### config.mk
export PLATFORM = sky130hd
export DESIGN_NAME = mem_arbiter
export DESIGN_NICKNAME = d
export VERILOG_FILES = /design/src/rtl/mem_arbiter.sv
export SDC_FILE = /design/constraint.sdc
export NUM_CORES = 1
export LEC_CHECK = 0
export BUFFER_PORTS_ARGS = -buffer_cell sky130_fd_sc_hd__clkbuf_2
export CAP_MARGIN = 20
export CORE_ASPECT_RATIO = 0.75
export CORE_UTILIZATION = 30
export CTS_BUF_LIST = sky130_fd_sc_hd__clkbuf_8
export CTS_CLUSTER_SIZE = 25
export DETAILED_ROUTE_END_ITERATION = 7
export SYNTH_ARGS = -nofsm -noshare
export SYNTH_HDL_FRONTEND = slang
export SYNTH_SLANG_ARGS = --single-unit
export TNS_END_PERCENT = 50
### constraint.sdc
create_clock -name clk28 -period 1.9 [get_ports clk28]
set_input_delay 0.095 -clock clk28 [delete_from_list [all_inputs] [get_ports clk28]]
set_output_delay 0.095 -clock clk28 [all_outputs]
set_load 0.02 [all_outputs]
### src/rtl/mem_arbiter.sv
// Slotted SRAM arbiter: one access per 4-cycle slot, shared by video, CPU and DMA.
// Video has top priority. DMA overtakes the CPU after DMA_MAX_WAIT lost slots.
module mem_arbiter #(
  parameter int unsigned DMA_MAX_WAIT = 8
) (
  input  logic        clk28,
  input  logic        rst_n,
  input  logic        vid_req,
  input  logic [17:0] vid_addr,
  output logic        vid_ack,
  input  logic        cpu_req,
  input  logic        cpu_wr,
  input  logic [17:0] cpu_addr,
  input  logic [7:0]  cpu_wdata,
  output logic        cpu_ack,
  output logic        cpu_wait,
  input  logic        dma_req,
  input  logic        dma_wr,
  input  logic [17:0] dma_addr,
  input  logic [7:0]  dma_wdata,
  output logic        dma_ack,
  output logic [7:0]  rdata,
  output logic [17:0] ram_a,
  output logic [7:0]  ram_do,
  output logic        ram_doe,
  output logic        ram_n_oe,
  output logic        ram_n_we,
  input  logic [7:0]  ram_di
);

  typedef enum logic [1:0] {
    OWN_NONE = 2'd0,
    OWN_VID  = 2'd1,
    OWN_CPU  = 2'd2,
    OWN_DMA  = 2'd3
  } owner_e;

  owner_e      owner_q, owner_d, gnt_s;
  logic [1:0]  phase_q, phase_d;
  logic        wr_q, wr_d;
  logic [3:0]  starve_q, starve_d;
  logic        cpu_wait_q, cpu_wait_d;
  logic        vid_ack_q, vid_ack_d;
  logic        cpu_ack_q, cpu_ack_d;
  logic        dma_ack_q, dma_ack_d;
  logic [7:0]  rdata_q, rdata_d;
  logic [17:0] ram_a_q, ram_a_d;
  logic [7:0]  ram_do_q, ram_do_d;
  logic        ram_doe_q, ram_doe_d;
  logic        ram_n_oe_q, ram_n_oe_d;
  logic        ram_n_we_q, ram_n_we_d;
  logic        dma_prio_s;
  logic [17:0] gnt_addr_s;
  logic        gnt_wr_s;
  logic [7:0]  gnt_wdata_s;

  // Grant selection, sampled by the state update only at a P0 edge
  always_comb begin
    dma_prio_s  = (32'(starve_q) >= DMA_MAX_WAIT);
    gnt_s       = OWN_NONE;
    gnt_addr_s  = ram_a_q;
    gnt_wr_s    = 1'b0;
    gnt_wdata_s = ram_do_q;
    if (vid_req) begin
      gnt_s = OWN_VID;
    end else if (dma_req && dma_prio_s) begin
      gnt_s = OWN_DMA;
    end else if (cpu_req) begin
      gnt_s = OWN_CPU;
    end else if (dma_req) begin
      gnt_s = OWN_DMA;
    end else begin
      gnt_s = OWN_NONE;
    end
    case (gnt_s)
      OWN_VID: begin
        gnt_addr_s = vid_addr;
        gnt_wr_s   = 1'b0;
      end
      OWN_CPU: begin
        gnt_addr_s  = cpu_addr;
        gnt_wr_s    = cpu_wr;
        gnt_wdata_s = cpu_wdata;
      end
      OWN_DMA: begin
        gnt_addr_s  = dma_addr;
        gnt_wr_s    = dma_wr;
        gnt_wdata_s = dma_wdata;
      end
      default: begin
        gnt_addr_s = ram_a_q;
        gnt_wr_s   = 1'b0;
      end
    endcase
  end

  // Slot sequencing: strobes, ack and read capture per phase
  always_comb begin
    phase_d    = phase_q + 2'd1;
    owner_d    = owner_q;
    wr_d       = wr_q;
    starve_d   = starve_q;
    cpu_wait_d = cpu_wait_q;
    vid_ack_d  = 1'b0;
    cpu_ack_d  = 1'b0;
    dma_ack_d  = 1'b0;
    rdata_d    = rdata_q;
    ram_a_d    = ram_a_q;
    ram_do_d   = ram_do_q;
    ram_doe_d  = ram_doe_q;
    ram_n_oe_d = ram_n_oe_q;
    ram_n_we_d = ram_n_we_q;
    case (phase_q)
      2'd0: begin
        owner_d  = gnt_s;
        ram_a_d  = gnt_addr_s;
        wr_d     = gnt_wr_s;
        ram_do_d = gnt_wdata_s;
        if (gnt_s != OWN_NONE) begin
          ram_doe_d  = gnt_wr_s;
          ram_n_oe_d = gnt_wr_s;
          ram_n_we_d = ~gnt_wr_s;
        end else begin
          ram_doe_d  = 1'b0;
          ram_n_oe_d = 1'b1;
          ram_n_we_d = 1'b1;
        end
        cpu_wait_d = cpu_req && (gnt_s != OWN_CPU);
        if (dma_req && (gnt_s != OWN_DMA)) begin
          if (starve_q != 4'd15) begin
            starve_d = starve_q + 4'd1;
          end else begin
            starve_d = starve_q;
          end
        end else begin
          starve_d = 4'd0;
        end
      end
      2'd1: begin
        ram_n_we_d = ram_n_we_q;
      end
      2'd2: begin
        ram_n_we_d = 1'b1;
      end
      2'd3: begin
        ram_n_oe_d = 1'b1;
        vid_ack_d  = (owner_q == OWN_VID);
        cpu_ack_d  = (owner_q == OWN_CPU);
        dma_ack_d  = (owner_q == OWN_DMA);
        if ((owner_q != OWN_NONE) && !wr_q) begin
          rdata_d = ram_di;
        end else begin
          rdata_d = rdata_q;
        end
      end
      default: begin
        phase_d = 2'd0;
      end
    endcase
  end

  // State register with synchronous active-low reset
  always_ff @(posedge clk28) begin
    if (!rst_n) begin
      phase_q    <= 2'd0;
      owner_q    <= OWN_NONE;
      wr_q       <= 1'b0;
      starve_q   <= 4'd0;
      cpu_wait_q <= 1'b0;
      vid_ack_q  <= 1'b0;
      cpu_ack_q  <= 1'b0;
      dma_ack_q  <= 1'b0;
      rdata_q    <= 8'd0;
      ram_a_q    <= 18'd0;
      ram_do_q   <= 8'd0;
      ram_doe_q  <= 1'b0;
      ram_n_oe_q <= 1'b1;
      ram_n_we_q <= 1'b1;
    end else begin
      phase_q    <= phase_d;
      owner_q    <= owner_d;
      wr_q       <= wr_d;
      starve_q   <= starve_d;
      cpu_wait_q <= cpu_wait_d;
      vid_ack_q  <= vid_ack_d;
      cpu_ack_q  <= cpu_ack_d;
      dma_ack_q  <= dma_ack_d;
      rdata_q    <= rdata_d;
      ram_a_q    <= ram_a_d;
      ram_do_q   <= ram_do_d;
      ram_doe_q  <= ram_doe_d;
      ram_n_oe_q <= ram_n_oe_d;
      ram_n_we_q <= ram_n_we_d;
    end
  end

  assign vid_ack  = vid_ack_q;
  assign cpu_ack  = cpu_ack_q;
  assign dma_ack  = dma_ack_q;
  assign cpu_wait = cpu_wait_q;
  assign rdata    = rdata_q;
  assign ram_a    = ram_a_q;
  assign ram_do   = ram_do_q;
  assign ram_doe  = ram_doe_q;
  assign ram_n_oe = ram_n_oe_q;
  assign ram_n_we = ram_n_we_q;

endmodule

# Word-level counts from Yosys, hierarchy flattened
# Index checks and enable logic that the tools add are counted.
[op_classes]
add_sub_neg = 2
order_cmp = 1
eq_ne = 12
muxes = 14
n_bitwise = 1
n_reduce_logical = 17
[op_table]
columns = ["cell", "n"]
rows = [
  ["one-hot mux 18 bit (3 select lines)", 1],
  ["one-hot mux 8 bit (2 select lines)", 1],
  ["== test 2 bit, second input constant", 6],
  ["AND reduction 2 bit", 5],
  ["nonzero test 2 bit", 5],
  ["two-way mux 2 bit", 4],
  ["two-way mux 4 bit", 2],
  ["one-hot mux 1 bit (2 select lines)", 3],
  ["adder 4 x 1 -> 4 bit, second input constant", 1],
  ["== test 2 x 1 -> 1 bit, second input constant", 2],
  [">= comparator 4 bit, second input constant", 1],
  ["logical AND 1 bit", 4],
  ["!= test 2 bit, second input constant", 2],
  ["!= test 4 bit, second input constant", 1],
  ["two-way mux 1 bit", 3],
  ["nonzero test 3 bit", 1],
  ["adder 2 x 1 -> 2 bit, second input constant", 1],
  ["zero test 2 bit", 1],
  ["!= test 2 x 1 -> 1 bit, second input constant", 1],
  ["zero test 1 bit", 1],
  ["inverter 1 bit", 1],
]
[totals]
ff_bits = 50
inputBits = 85
output_inout_bits = 41
wordCells = 61

# Longest topological paths before layout
# Gate-level depths: netlist of the first run.
[depth]
word_depth = 9
depth_mapped = 7
depth_no_buf = 6

# Least setup slack after synthesis of the first run
# No wires, ideal clock.
[synth_timing]
path_type = "flip-flop to flip-flop"
from = "reg phase_q[0]"
to = "reg ram_do_q[7], in the netlist ram_do[7]"
setup_time_ps = 74
arrival_time_ps = 1385
required_time_ps = 1826
setup_slack_ps = 441
stages_incl_launch_ff = 8
path_buffers = 1
synth_period_minus_slack_ps = 1459
cell_sequence = "dfxtp_1 -> inv_1 -> ha_1 -> nand2b_1 -> nor2_1 -> buf_2 -> o21ai_0 -> a31oi_1"
[synth_between]
elab_chain_cells = 2
[synth_lines]
columns = ["element", "line_no", "text"]
rows = [
  ["start, declared", "39", "logic [1:0] phase_q, phase_d;"],
  ["start signal, assigned", "180", "phase_q <= phase_d;"],
  ["zero test 2 bit", "113", "case (phase_q)"],
  ["AND reduction 2 bit (no line)", "--", ""],
  ["end signal, assigned", "190", "ram_do_q <= ram_do_d;"],
  ["end, declared", "48", "logic [7:0] ram_do_q, ram_do_d;"],
]
# No other way between the ends.
# A chain may end at the register's enable or synchronous reset.

# Worst setup path in the final report of the first run
[layout_timing]
from = "reg phase_q[0]"
to = "reg ram_a_q[16], in the netlist ram_a[16]"
[layout_between]
elab_chain_cells = 2
[layout_lines]
columns = ["element", "line_no", "text"]
rows = [
  ["zero test 2 bit", "113", ""],
  ["AND reduction 2 bit (no line)", "--", ""],
  ["end signal, assigned", "189", "ram_a_q <= ram_a_d;"],
  ["end, declared", "47", "logic [17:0] ram_a_q, ram_a_d;"],
]
# No other way between the ends.

==> results of run 1 <==
through the flow:
stage / power, mW / hold slack, ns / util / cells
2_1_floorplan: 1.53 / 0.228 / - / 259
3_3_place_gp: 1.75 / 0.322 / 0.406 / 475
4_1_cts: 2.54 / 0.00132 / 0.432 / 490
6_report: 2.50 / 0.00976 / 0.432 / 490
5_1_grt: 2.63 / 0.0157 / 0.432 / 490
3_5_place_dp: 1.75 / 0.325 / 0.406 / 475
worst register-to-register path: stages, from the launching register on:
cell      delay (ns)
dfxtp_1         0.34
inv_1           0.08
ha_1            0.35
nand2_2         0.06
buf_4           0.21
a221oi_1        0.29
a21oi_1         0.11
layout make-up:
class	count	area share
Multi-Input combinational cell	183	0.354
Sequential cell	50	0.316
Timing Repair Buffer	141	0.245
Tap cell	101	0.0399
Clock buffer	6	0.0260
Clock inverter	1	0.00947
Inverter	8	0.00947
kinds of logic (layout without fill, tap and decap cells):
| family | Yosys count | after routing |
|---|---|---|
| multiplexers | 8 | 8 |
| buffers and inverters | 26 | 156 |
| XOR/XNOR | 2 | 2 |
| flip-flops | 50 | 50 |
| adder cells (fa/ha/maj) | 5 | 5 |
| AND/OR/NAND/NOR | 80 | 80 |
| AO/OA/AOI/OAI | 88 | 88 |
Yosys cell counts, drive strengths merged:
cell     instances
dfxtp           50
nand2           39
o21ai           30
a21oi           20
a221oi          18
nor2b           14
buf             12
nor2            11
a31oi            9
inv              8
mux2i            8
clkbuf           6
ha               5
nand3            5
o21a             3
and2             2
and4             2
nand2b           2
nor3             2
a21boi           1
a2bb2oi          1
a32oi            1
nand3b           1
nor3b            1
o2111a           1
o2111ai          1
o211a            1
o211ai           1
o221ai           1
or3              1
xnor2            1
xor2             1
routing by layer:
metal | vias to the layer above | global-route usage | routed length, um
li1 | 1182 | - | -
met5 | - | 0 | 0
met3 | 7 | 0.0419 | 532
met2 | 109 | 0.259 | 2830
met1 | 1061 | 0.209 | 2960
met4 | 0 | 0.0600 | 73
how the worst max path moves through the flow:
stage / slack [ns] / to / cells past startpoint / from
after global placement: 0.44 / ram_a[15]$_SDFFE_PN0P_ / 6 / phase_q[0]$_SDFF_PN0_
after floorplan: 0.44 / ram_do[7]$_SDFFE_PN0P_ / 7 / phase_q[0]$_SDFF_PN0_
after global routing: 0.21 / ram_do[4]$_SDFFE_PN0P_ / 7 / phase_q[0]$_SDFF_PN0_
final: 0.35 / ram_a[16]$_SDFFE_PN0P_ / 6 / phase_q[0]$_SDFF_PN0_
after CTS: 0.37 / ram_a[15]$_SDFFE_PN0P_ / 6 / phase_q[0]$_SDFF_PN0_
after detailed placement: 0.37 / ram_a[15]$_SDFFE_PN0P_ / 6 / phase_q[0]$_SDFF_PN0_
state kept, by name (all words and copies together) (netlist names), 2 cells and up:
name      count
ram_a        18
owner_q       2
phase_q       2
starve_q      4
rdata         8
ram_do        8
repair_timing:
item,CTS,global route
hold buffers,8,0
setup endpoints to repair,0,0
hold endpoints to repair,8,0
power by group through the flow:
stage | Clock, mW | Sequential (mW) | Combinational (mW)
after global routing | 0.823 | 1.19 | 0.620
after CTS | 0.794 | 1.18 | 0.568
after floorplan | 0 | 1.28 | 0.255
final | 0.760 | 1.18 | 0.565
after detailed placement | 0 | 1.20 | 0.555
after global placement | 0 | 1.20 | 0.549
==> metrics, run 1 <==
startpoint types flop; # DRC 0; Slew @ Worst Pin 0.572 ns; Setup crit end kind flop; vias in the first global route 2147; Switch Pwr 0.711 mW; XOR/XNOR share of the synthesized area 0.00775; synthesized area per cell 8.73 sq um; drt pass-1 iters 4; number of diodes 0; Reg2Reg Depth 6; global route overflow 0; area of the multi-input gates 0.00112 sq mm; I/O pins 126; mux share of post-synthesis cell area 0.0354; Post-Synth Adder-Cell Area 0.0277; cell-by-cell trace of the critical path inv_1 -> ha_1 -> nand2_2 -> buf_4 -> a221oi_1 -> a21oi_1; Die Area 0.00789 sq mm; Worst Path Buf+Inv 2; CTS Buf Count 5; CP peak stage delay 0.35 ns; Compound-Gate Fraction of Synth Area 0.251; #FFs+latches synth 50; Gate power share 0.226; WS Path Type flop to flop; Final ANT Viol Nets 0; Final setup viols 0; post-synth top area cell dfxtp_1; initial antenna violation count 0; RSZ-0062 raised after global routing false; status finished, final reports clean; clock power share 0.304; Nets 479; total number of vias 2359; Max-Cap Viols 0; Distinct cells, synth 39; total track usage 0.162; CTS max path bufs 2; Synth Area in Simple Gates 0.172; WL/cell 13.1 um; fin crit period 1.55 ns; post-synthesis net count 349; Core Region 0.00733 sq mm; routed vias/inst 4.81; Critical-path top delay cell ha_1; Endpoint, Worst Hold ram_a[8]$_SDFFE_PN0P_; critical path peak fanout 18; Setup TNS 0 ns; Seq pwr share 0.470; part of the cycle the worst path needs 0.817; Chip Width 102 um; most common cell after layout, fill and taps aside clkbuf_2; most frequent cells in the layout 125 x clkbuf_2, 50 x dfxtp_1, 38 x nand2_1; dominant cells by area after synthesis dfxtp_1 44%, a221oi_1 7.0%, nand2_1 6.3%; pwr dens 789 mW/mm^2; 1st-iter DRT viols 104; Switching Fraction 0.284; Worst path top cell family by delay compound AO/OA/AOI/OAI gates; setup repair bufs after CTS 0; Syn-to-layout area delta 40.2%; ratio of cells with drive above 1 in the final layout 0.375; clk_lat worst skew 0.30 ns; initial core utilization 0.308; FF/Latch Area 0.00100 sq mm; Worst-path clk slew 0.09 ns; port bufs 125; largest family of logic cells by synthesized area compound AO/OA/AOI/OAI gates; reg-to-reg endpoint ram_a[16]$_SDFFE_PN0P_; Mapped Area 0.00226 sq mm; area post-placement 0.00298 sq mm; post-route setup slack 0.348 ns; Filler cells 745; Hold Vio Cnt, Final 0; max_slew headroom 0.618; leakage 1.51 nW; sequential area share after synthesis 0.443; RePlAce Congestion 0.728; DP Worst Slack 0.369 ns; clock skew 0.00833 ns; reg-to-reg startpoint phase_q[0]$_SDFF_PN0_; Final Max Tran Viols 0; global-route wire length before repair 9940 um; worst hold start cpu_addr[8]; fmax 644 MHz; Die H 77.2 um; Routed WL 6400 um; root buf cell clkbuf_8; Req. time, crit path 2.09 ns; Design Area, Final 0.00317 sq mm; yosys warns 0; hold path cells 3; Synth top area share 0.443; CTS resizes 0; Mapped Cells 259; Critical Path AT 1.75 ns; Peak VDD IR 0.000315 V; row count 27; pin count of the biggest net entering global routing 33; H-tree level count 2; reg2reg setup slack 0.35 ns; worst min path class input port to flop; Power Internal 1.79 mW; clk sinks 50; detailed placement HPWL 4650 um; CTS tree yes
(Power assumes the default switching activity.)
==> inputs of run 2 (changes only) <==
--- a/config.mk
+++ b/config.mk
@@ -5,6 +5,7 @@
 export SDC_FILE = /design/constraint.sdc
 export NUM_CORES = 1
 export LEC_CHECK = 0
+export ABC_AREA = 1
 export BUFFER_PORTS_ARGS = -buffer_cell sky130_fd_sc_hd__clkbuf_2
 export CAP_MARGIN = 20
 export CORE_ASPECT_RATIO = 0.75
==> constraint.sdc (replaced) <==
create_clock -name clk28 -period 1.49 [get_ports clk28]
set_input_delay 0.0745 -clock clk28 [delete_from_list [all_inputs] [get_ports clk28]]
set_output_delay 0.0745 -clock clk28 [all_outputs]
set_load 0.02 [all_outputs]
==> run 2 against run 1 <==
Compared with the run above: largest power group unchanged; global-route usage down 1.1 points; total power grew 38%; register-to-register slack worse by 0.17 ns; clock power increased by 50%; sequential cell count unchanged; critical path type unchanged; synthesized cell count increased by 46%; combinational power is 42% higher; die area rose by 11%; non-clock buffer count fell by 9.
==> metrics, run 2 <==
I/O pins 126 (unchanged); Routed WL 6560 um (was 6400 um); Critical-path top delay cell dfxtp_2 (was ha_1); Seq pwr share 0.436 (was 0.470); Critical Path AT 1.51 ns (was 1.75 ns); Setup TNS 0 ns (unchanged); Post-synth EDFFs 0 (unchanged); Design Area, Final 0.00341 sq mm (was 0.00317 sq mm); # DRC 0 (unchanged); leakage 1.83 nW (was 1.51 nW); port bufs 125 (unchanged); clock skew 0.00492 ns (was 0.00833 ns); 1st-iter DRT viols 54 (was 104); routed vias/inst 4.40 (was 4.81); FFs w/ async S/R, synth 0 (unchanged); Switching Fraction 0.293 (was 0.284); part of the cycle the worst path needs 0.879 (was 0.817); detailed placement HPWL 4990 um (was 4650 um); total number of vias 2678 (was 2359); Gate power share 0.233 (was 0.226); ratio of cells with drive above 1 in the final layout 0.308 (was 0.375); Setup crit end kind flop (unchanged); Mapped Cells 378 (was 259); power consumption 3.44 mW (was 2.50 mW); most instantiated cells after synthesis 96 x nand2_1, 59 x inv_1, 50 x dfxtp_1 (was 50 x dfxtp_1, 38 x nand2_1, 20 x a21oi_1, 20 x o21ai_0, 18 x a221oi_1); fmax 763 MHz (was 644 MHz); CTS tree yes (unchanged); initial antenna violation count 0 (unchanged); clk sinks 50 (unchanged); RSZ-0062 raised after global routing false (unchanged); Final setup viols 0 (unchanged); cell-by-cell trace of the critical path inv_1 -> ha_2 -> nand2_8 -> a21oi_1 -> nand3_1 -> nand2_1 -> inv_1 (was inv_1 -> ha_1 -> nand2_2 -> buf_4 -> a221oi_1 -> a21oi_1); RePlAce Congestion 0.739 (was 0.728); WL/cell 10.8 um (was 13.1 um); row count 28 (was 27); WS Path Type flop to flop (unchanged); Largest register FFs 18 (unchanged); Mapped Area 0.00251 sq mm (was 0.00226 sq mm); most common cell after layout, fill and taps aside clkbuf_2 (unchanged); number of diodes 0 (unchanged); dominant cells by area after synthesis dfxtp_1 40%, nand2_1 14%, a21oi_1 9.2% (was dfxtp_1 44%, a221oi_1 7.0%, nand2_1 6.3%); Die Area 0.00873 sq mm (was 0.00789 sq mm); startpoint types flop (unchanged); Switch Pwr 1.01 mW (was 0.711 mW); count leader, synth nand2_1 (was dfxtp_1); initial core utilization 0.314 (was 0.308); vias in the first global route 2388 (was 2147); Slew @ Worst Pin 0.307 ns (was 0.572 ns); total track usage 0.152 (was 0.162); post-synth top area cell dfxtp_1 (unchanged); max_slew headroom 0.795 (was 0.618); worst min path class input port to flop (unchanged); Syn-to-layout area delta 35.8% (was 40.2%); Synth top area share 0.399 (was 0.443); status finished, final reports clean (unchanged); global route overflow 0 (unchanged); Worst Path Buf+Inv 2 (unchanged); #FFs+latches synth 50 (unchanged); H-tree level count 2 (unchanged); top_reg_cell synth dfxtp_1 (unchanged); global-route wire length before repair 10600 um (was 9940 um); Worst-path clk slew 0.10 ns (was 0.09 ns); post-synthesis net count 468 (was 349); CTS Buf Count 5 (unchanged); Worst path top cell family by delay flip-flops (was compound AO/OA/AOI/OAI gates); yosys warns 0 (unchanged); final hold slack 0.0136 ns (was 0.00976 ns); sequential area share after synthesis 0.399 (was 0.443); Nets 593 (was 479); Peak VDD IR 0.000371 V (was 0.000315 V); Req. time, crit path 1.69 ns (was 2.09 ns); drt pass-1 iters 4 (unchanged); clk_lat worst skew 0.30 ns (about the same); most frequent cells in the layout 125 x clkbuf_2, 96 x nand2_1, 59 x inv_1 (was 125 x clkbuf_2, 50 x dfxtp_1, 38 x nand2_1); Most Frequent Cell on Critical Path inv_1; Hold Vio Cnt, Final 0 (unchanged); critical path peak fanout 36 (was 18); clock power share 0.331 (was 0.304); Max-Cap Viols 0 (unchanged); Final ANT Viol Nets 0 (unchanged); pin count of the biggest net entering global routing 37 (was 33); Distinct cells, synth 23 (was 39); Final Max Tran Viols 0 (unchanged); CP peak stage delay 0.34 ns (was 0.35 ns); Die H 81.2 um (was 77.2 um); synthesized area per cell 6.63 sq um (was 8.73 sq um); fin crit period 1.31 ns (was 1.55 ns); root buf cell clkbuf_8 (unchanged); Power Internal 2.43 mW (was 1.79 mW); area post-placement 0.00324 sq mm (was 0.00298 sq mm); Core Region 0.00799 sq mm (was 0.00733 sq mm); Chip Width 108 um (was 102 um); CTS max path bufs 2 (unchanged); pwr dens 1010 mW/mm^2 (was 789 mW/mm^2)
-- run 2: cell types whose count changed in the layout (fill, tap and decap cells not counted), sizes merged, moves of 21 or more --
cell,before,now
o21ai,30,9
nand3,5,34
nor2,11,46
a21oi,20,46
inv,8,63
nand2,39,101
-- run 2: area by class of cell --
class                      instances  area, sq um
fill                             862         4580
sequential                        50         1000
clock buffer                       5         68.8
clock inverter                     3         68.8
multi-input combinational        251         1180
inverter                          63          236
tap                              105          131
timing repair buffer             132          716
-- run 2: what timing repair did --
action / in CTS / in global routing
buffers inserted: 0 / 1
setup endpoints to repair: 0 / 26
hold buffers: 0 / 0
gates resized for setup: 0 / 3
-- run 2: worst reg2reg max path: cells and delay by family (launching register included) --
family / cells / cell delay (ns)
flip-flops: 1 / 0.34
AND/OR/NAND/NOR: 3 / 0.33
adder cells (fa/ha/maj): 1 / 0.25
AO/OA/AOI/OAI: 1 / 0.19
buffers and inverters: 2 / 0.12
-- run 2: per-layer routing --
layer / global-route usage / wire [um] / up-vias
met3: 0.0305 / 353 / 8
met5: 0 / 0 / -
li1: - / - / 1422
met1: 0.191 / 3060 / 1176
met4: 0.0521 / 88 / 0
met2: 0.260 / 3050 / 72
-- run 2: path summary, 6_finish.rpt --
| check | depth (start not counted) | endpoint | start | slack (ns) |
|---|---|---|---|---|
| worst max-delay path | 7 | ram_a[12]$_SDFFE_PN0P_ | phase_q[0]$_SDFF_PN0_ | 0.18 |
| worst min-delay path | 3 | rdata[5]$_SDFFE_PN0P_ | ram_di[5] | 0.01 |
| worst max register to register | 7 | ram_a[12]$_SDFFE_PN0P_ | phase_q[0]$_SDFF_PN0_ | 0.18 |
| worst min register to register | 1 | phase_q[0]$_SDFF_PN0_ | phase_q[0]$_SDFF_PN0_ | 0.43 |
-- run 2: power groups by stage --
stage               clock network (mW)  logic, mW  registers (mW)
detailed placement                   0      0.791            1.53
CTS                               1.20      0.794            1.50
floorplan                            0      0.402            1.63
finish                            1.14      0.802            1.50
global placement                     0      0.783            1.53
global route                      1.24      0.904            1.52
-- run 2: cells by family after synthesis --
kind of cell    share of synthesized area
compound gates                      0.115
fa+ha+maj                          0.0250
buf+inv                             0.134
flops                               0.399
simple gates                        0.327
-- run 2: through the flow --
stage,cells,worst slack (ns),utilization
final,609,0.180,0.426
after global routing,609,0.00284,0.426
after CTS,608,0.0278,0.422
after detailed placement,600,0.0352,0.405
after global placement,600,0.103,0.405
after floorplan,378,0.174,-
==> inputs of run 3 (changes only) <==
==> constraint.sdc (replaced) <==
create_clock -name clk28 -period 1.1 [get_ports clk28]
set_input_delay 0.055 -clock clk28 [delete_from_list [all_inputs] [get_ports clk28]]
set_output_delay 0.055 -clock clk28 [all_outputs]
set_load 0.02 [all_outputs]
==> run 3 against run 2 <==
Compared with the run above: the flow now finishes with violations (negative setup slack); combinational power rose by 93%; first-iteration DRC count rose by 140%; critical path depth rose by 3; via count rose by 9.7%; wire length rose by 26%; clock-buffer cell count rose by 1; global-route usage rose by 2.8 points; die area did not move; largest cell class unchanged; highest routed layer unchanged.
==> metrics, run 3 (same netlist as run 2, synthesis figures left out) <==
part of the cycle the worst path needs 1.14 (was 0.879); fmax 795 MHz (was 763 MHz); startpoint types flop (unchanged); Final ANT Viol Nets 0 (unchanged); number of diodes 0 (unchanged); Final Max Tran Viols 0 (unchanged); CTS Buf Count 5 (unchanged); clk_lat worst skew 0.30 ns (about the same); Power Internal 3.12 mW (was 2.43 mW); critical path peak fanout 17 (was 36); pin count of the biggest net entering global routing 32 (was 37); Routed WL 8290 um (was 6560 um); worst hold start cpu_wdata[1] (was ram_di[5]); total number of vias 2938 (was 2678); Largest register FFs 18 (unchanged); Nets 642 (was 593); Slew @ Worst Pin 0.418 ns (was 0.307 ns); Syn-to-layout area delta 66.1% (was 35.8%); reg2reg setup slack -0.16 ns (was 0.18 ns); Endpoint, Worst Hold ram_do[1]$_SDFFE_PN0P_ (was rdata[5]$_SDFFE_PN0P_); initial antenna violation count 0 (unchanged); status finished with violations (was finished, final reports clean); CTS tree yes (unchanged); hold path cells 5 (was 3); Die H 81.2 um (unchanged); Setup TNS -3.59 ns (was 0 ns); Most Frequent Cell on Critical Path nor2_1 (was inv_1); Peak VDD IR 0.000475 V (was 0.000371 V); power consumption 4.69 mW (was 3.44 mW); global route overflow 0 (unchanged); RePlAce Congestion 0.787 (was 0.739); pwr dens 1130 mW/mm^2 (was 1010 mW/mm^2); Req. time, crit path 1.30 ns (was 1.69 ns); Gate power share 0.331 (was 0.233); total track usage 0.179 (was 0.152); Switching Fraction 0.335 (was 0.293); vias in the first global route 2604 (was 2388); root buf cell clkbuf_8 (unchanged); clock skew 0.00705 ns (was 0.00492 ns); violated checks negative setup slack; drt pass-1 iters 4 (unchanged); max_slew headroom 0.720 (was 0.795); Final setup viols 36 (was 0); I/O pins 126 (unchanged); reg-to-reg startpoint phase_q[0]$_SDFF_PN0_ (unchanged); leakage 2.15 nW (was 1.83 nW); Final Util 0.521 (was 0.426); CTS max path bufs 2 (unchanged); row count 28 (unchanged); H-tree level count 2 (unchanged); RSZ-0062 raised after global routing true (was false); Critical Path AT 1.46 ns (was 1.51 ns); initial core utilization 0.314 (unchanged); Reg2Reg Depth 10 (was 7); most frequent cells in the layout 125 x clkbuf_2, 83 x nand2_1, 55 x inv_1 (was 125 x clkbuf_2, 96 x nand2_1, 59 x inv_1); global-route wire length before repair 12100 um (was 10600 um); WL/cell 12.6 um (was 10.8 um); Die Area 0.00873 sq mm (unchanged); port bufs 125 (unchanged); clk sinks 50 (unchanged); Max-Cap Viols 0 (unchanged); Worst-path clk slew 0.09 ns (was 0.10 ns); Filler cells 788 (was 862); CP peak stage delay 0.34 ns (about the same); reg-to-reg endpoint ram_do[3]$_SDFFE_PN0P_ (was ram_a[12]$_SDFFE_PN0P_); post-route setup slack -0.158 ns (was 0.180 ns); Hold Vio Cnt, Final 0 (unchanged); Critical-path top delay cell dfxtp_2 (unchanged); Seq pwr share 0.433 (was 0.436); # DRC 0 (unchanged); Core Region 0.00799 sq mm (unchanged); clock power share 0.236 (was 0.331); routed vias/inst 4.47 (was 4.40); cell-by-cell trace of the critical path inv_2 -> ha_4 -> buf_6 -> inv_4 -> nor2_4 -> buf_12 -> nor2_1 -> nor2_1 -> nand2_1 -> inv_1 (was inv_1 -> ha_2 -> nand2_8 -> a21oi_1 -> nand3_1 -> nand2_1 -> inv_1); Switch Pwr 1.57 mW (was 1.01 mW); fin crit period 1.26 ns (was 1.31 ns); WS Path Type flop to flop (unchanged); Chip Width 108 um (unchanged); most common cell after layout, fill and taps aside clkbuf_2 (unchanged); detailed placement HPWL 5340 um (was 4990 um); ratio of cells with drive above 1 in the final layout 0.492 (was 0.308); worst min path class input port to flop (unchanged); Setup crit end kind flop (unchanged); 1st-iter DRT viols 130 (was 54)
run 3: cell types whose count changed in the layout (fill, tap and decap cells not counted), moves of 7 or more:
cell	change
nor2_1	-7
a21oi_1	-23
buf_4	+28
nand2_1	-13
a21oi_2	+22
nand3_2	+16
nand3_1	-16
nor2_2	+7
o21ai_0	-9
dlygate4sd3_1	+8
nand2_4	+11
o21ai_2	+8
run 3: worst max path at each step:
stage / start / endpoint / slack, ns / depth (start not counted)
after floorplan: starve_q[3]$_SDFFE_PN0P_ / ram_n_we$_SDFFE_PN1P_ / -0.07 / 9
final: phase_q[0]$_SDFF_PN0_ / ram_do[3]$_SDFFE_PN0P_ / -0.16 / 10
after CTS: phase_q[0]$_SDFF_PN0_ / ram_a[14]$_SDFFE_PN0P_ / -0.14 / 8
after global routing: phase_q[0]$_SDFF_PN0_ / ram_do[1]$_SDFFE_PN0P_ / -0.22 / 10
after detailed placement: starve_q[3]$_SDFFE_PN0P_ / ram_a[8]$_SDFFE_PN0P_ / -0.20 / 9
after global placement: starve_q[3]$_SDFFE_PN0P_ / ram_a[8]$_SDFFE_PN0P_ / -0.16 / 9
run 3: what timing repair did:
item                       CTS  global route
cloned                       5             1
setup endpoints to repair   45            44
setup buffers                4             1
hold endpoints to repair     8             0
gates resized for setup     56            44
hold buffers                 8             0
pin swaps                   10             5
run 3: through the flow:
stage          worst slack, ns  cell area, sq um  std cells  hold slack [ns]
2_1_floorplan          -0.0651              2570        378            0.171
3_3_place_gp            -0.165              3530        632            0.307
3_5_place_dp            -0.196              3530        632            0.314
4_1_cts                 -0.142              3990        657           0.0231
5_1_grt                 -0.225              4160        658           0.0493
6_report                -0.158              4160        658           0.0329
run 3: critical path: cells and delay by family (launching register included):
kind	cells	cell delay (ns)
buf+inv	5	0.41
flops	1	0.34
simple gates	4	0.22
fa+ha+maj	1	0.17
run 3: layout make-up:
cell class / instances / area [sq um] / area share
repair buffers: 176 / 1110 / 0.266
flip-flops and latches: 50 / 1010 / 0.242
multi-input cells: 256 / 1590 / 0.382
clock inverters: 2 / 8.76 / 0.00210
inverters: 63 / 239 / 0.0574
well taps: 105 / 131 / 0.0316
clock buffers: 6 / 82.6 / 0.0198
run 3: per-layer routing:
metal,track usage,up-vias,part of all wire
met5,0,-,0
met4,0.0466,0,0.0060
met3,0.0313,5,0.047
met2,0.316,78,0.47
met1,0.227,1325,0.47
li1,-,1530,-
run 3: power groups by stage:
| stage | clock network, mW | registers [mW] | logic [mW] |
|---|---|---|---|
| floorplan | 0 | 2.22 | 0.575 |
| global placement | 0 | 2.06 | 1.23 |
| detailed placement | 0 | 2.07 | 1.25 |
| CTS | 1.16 | 2.03 | 1.44 |
| global route | 1.22 | 2.05 | 1.69 |
| finish | 1.11 | 2.03 | 1.55 |
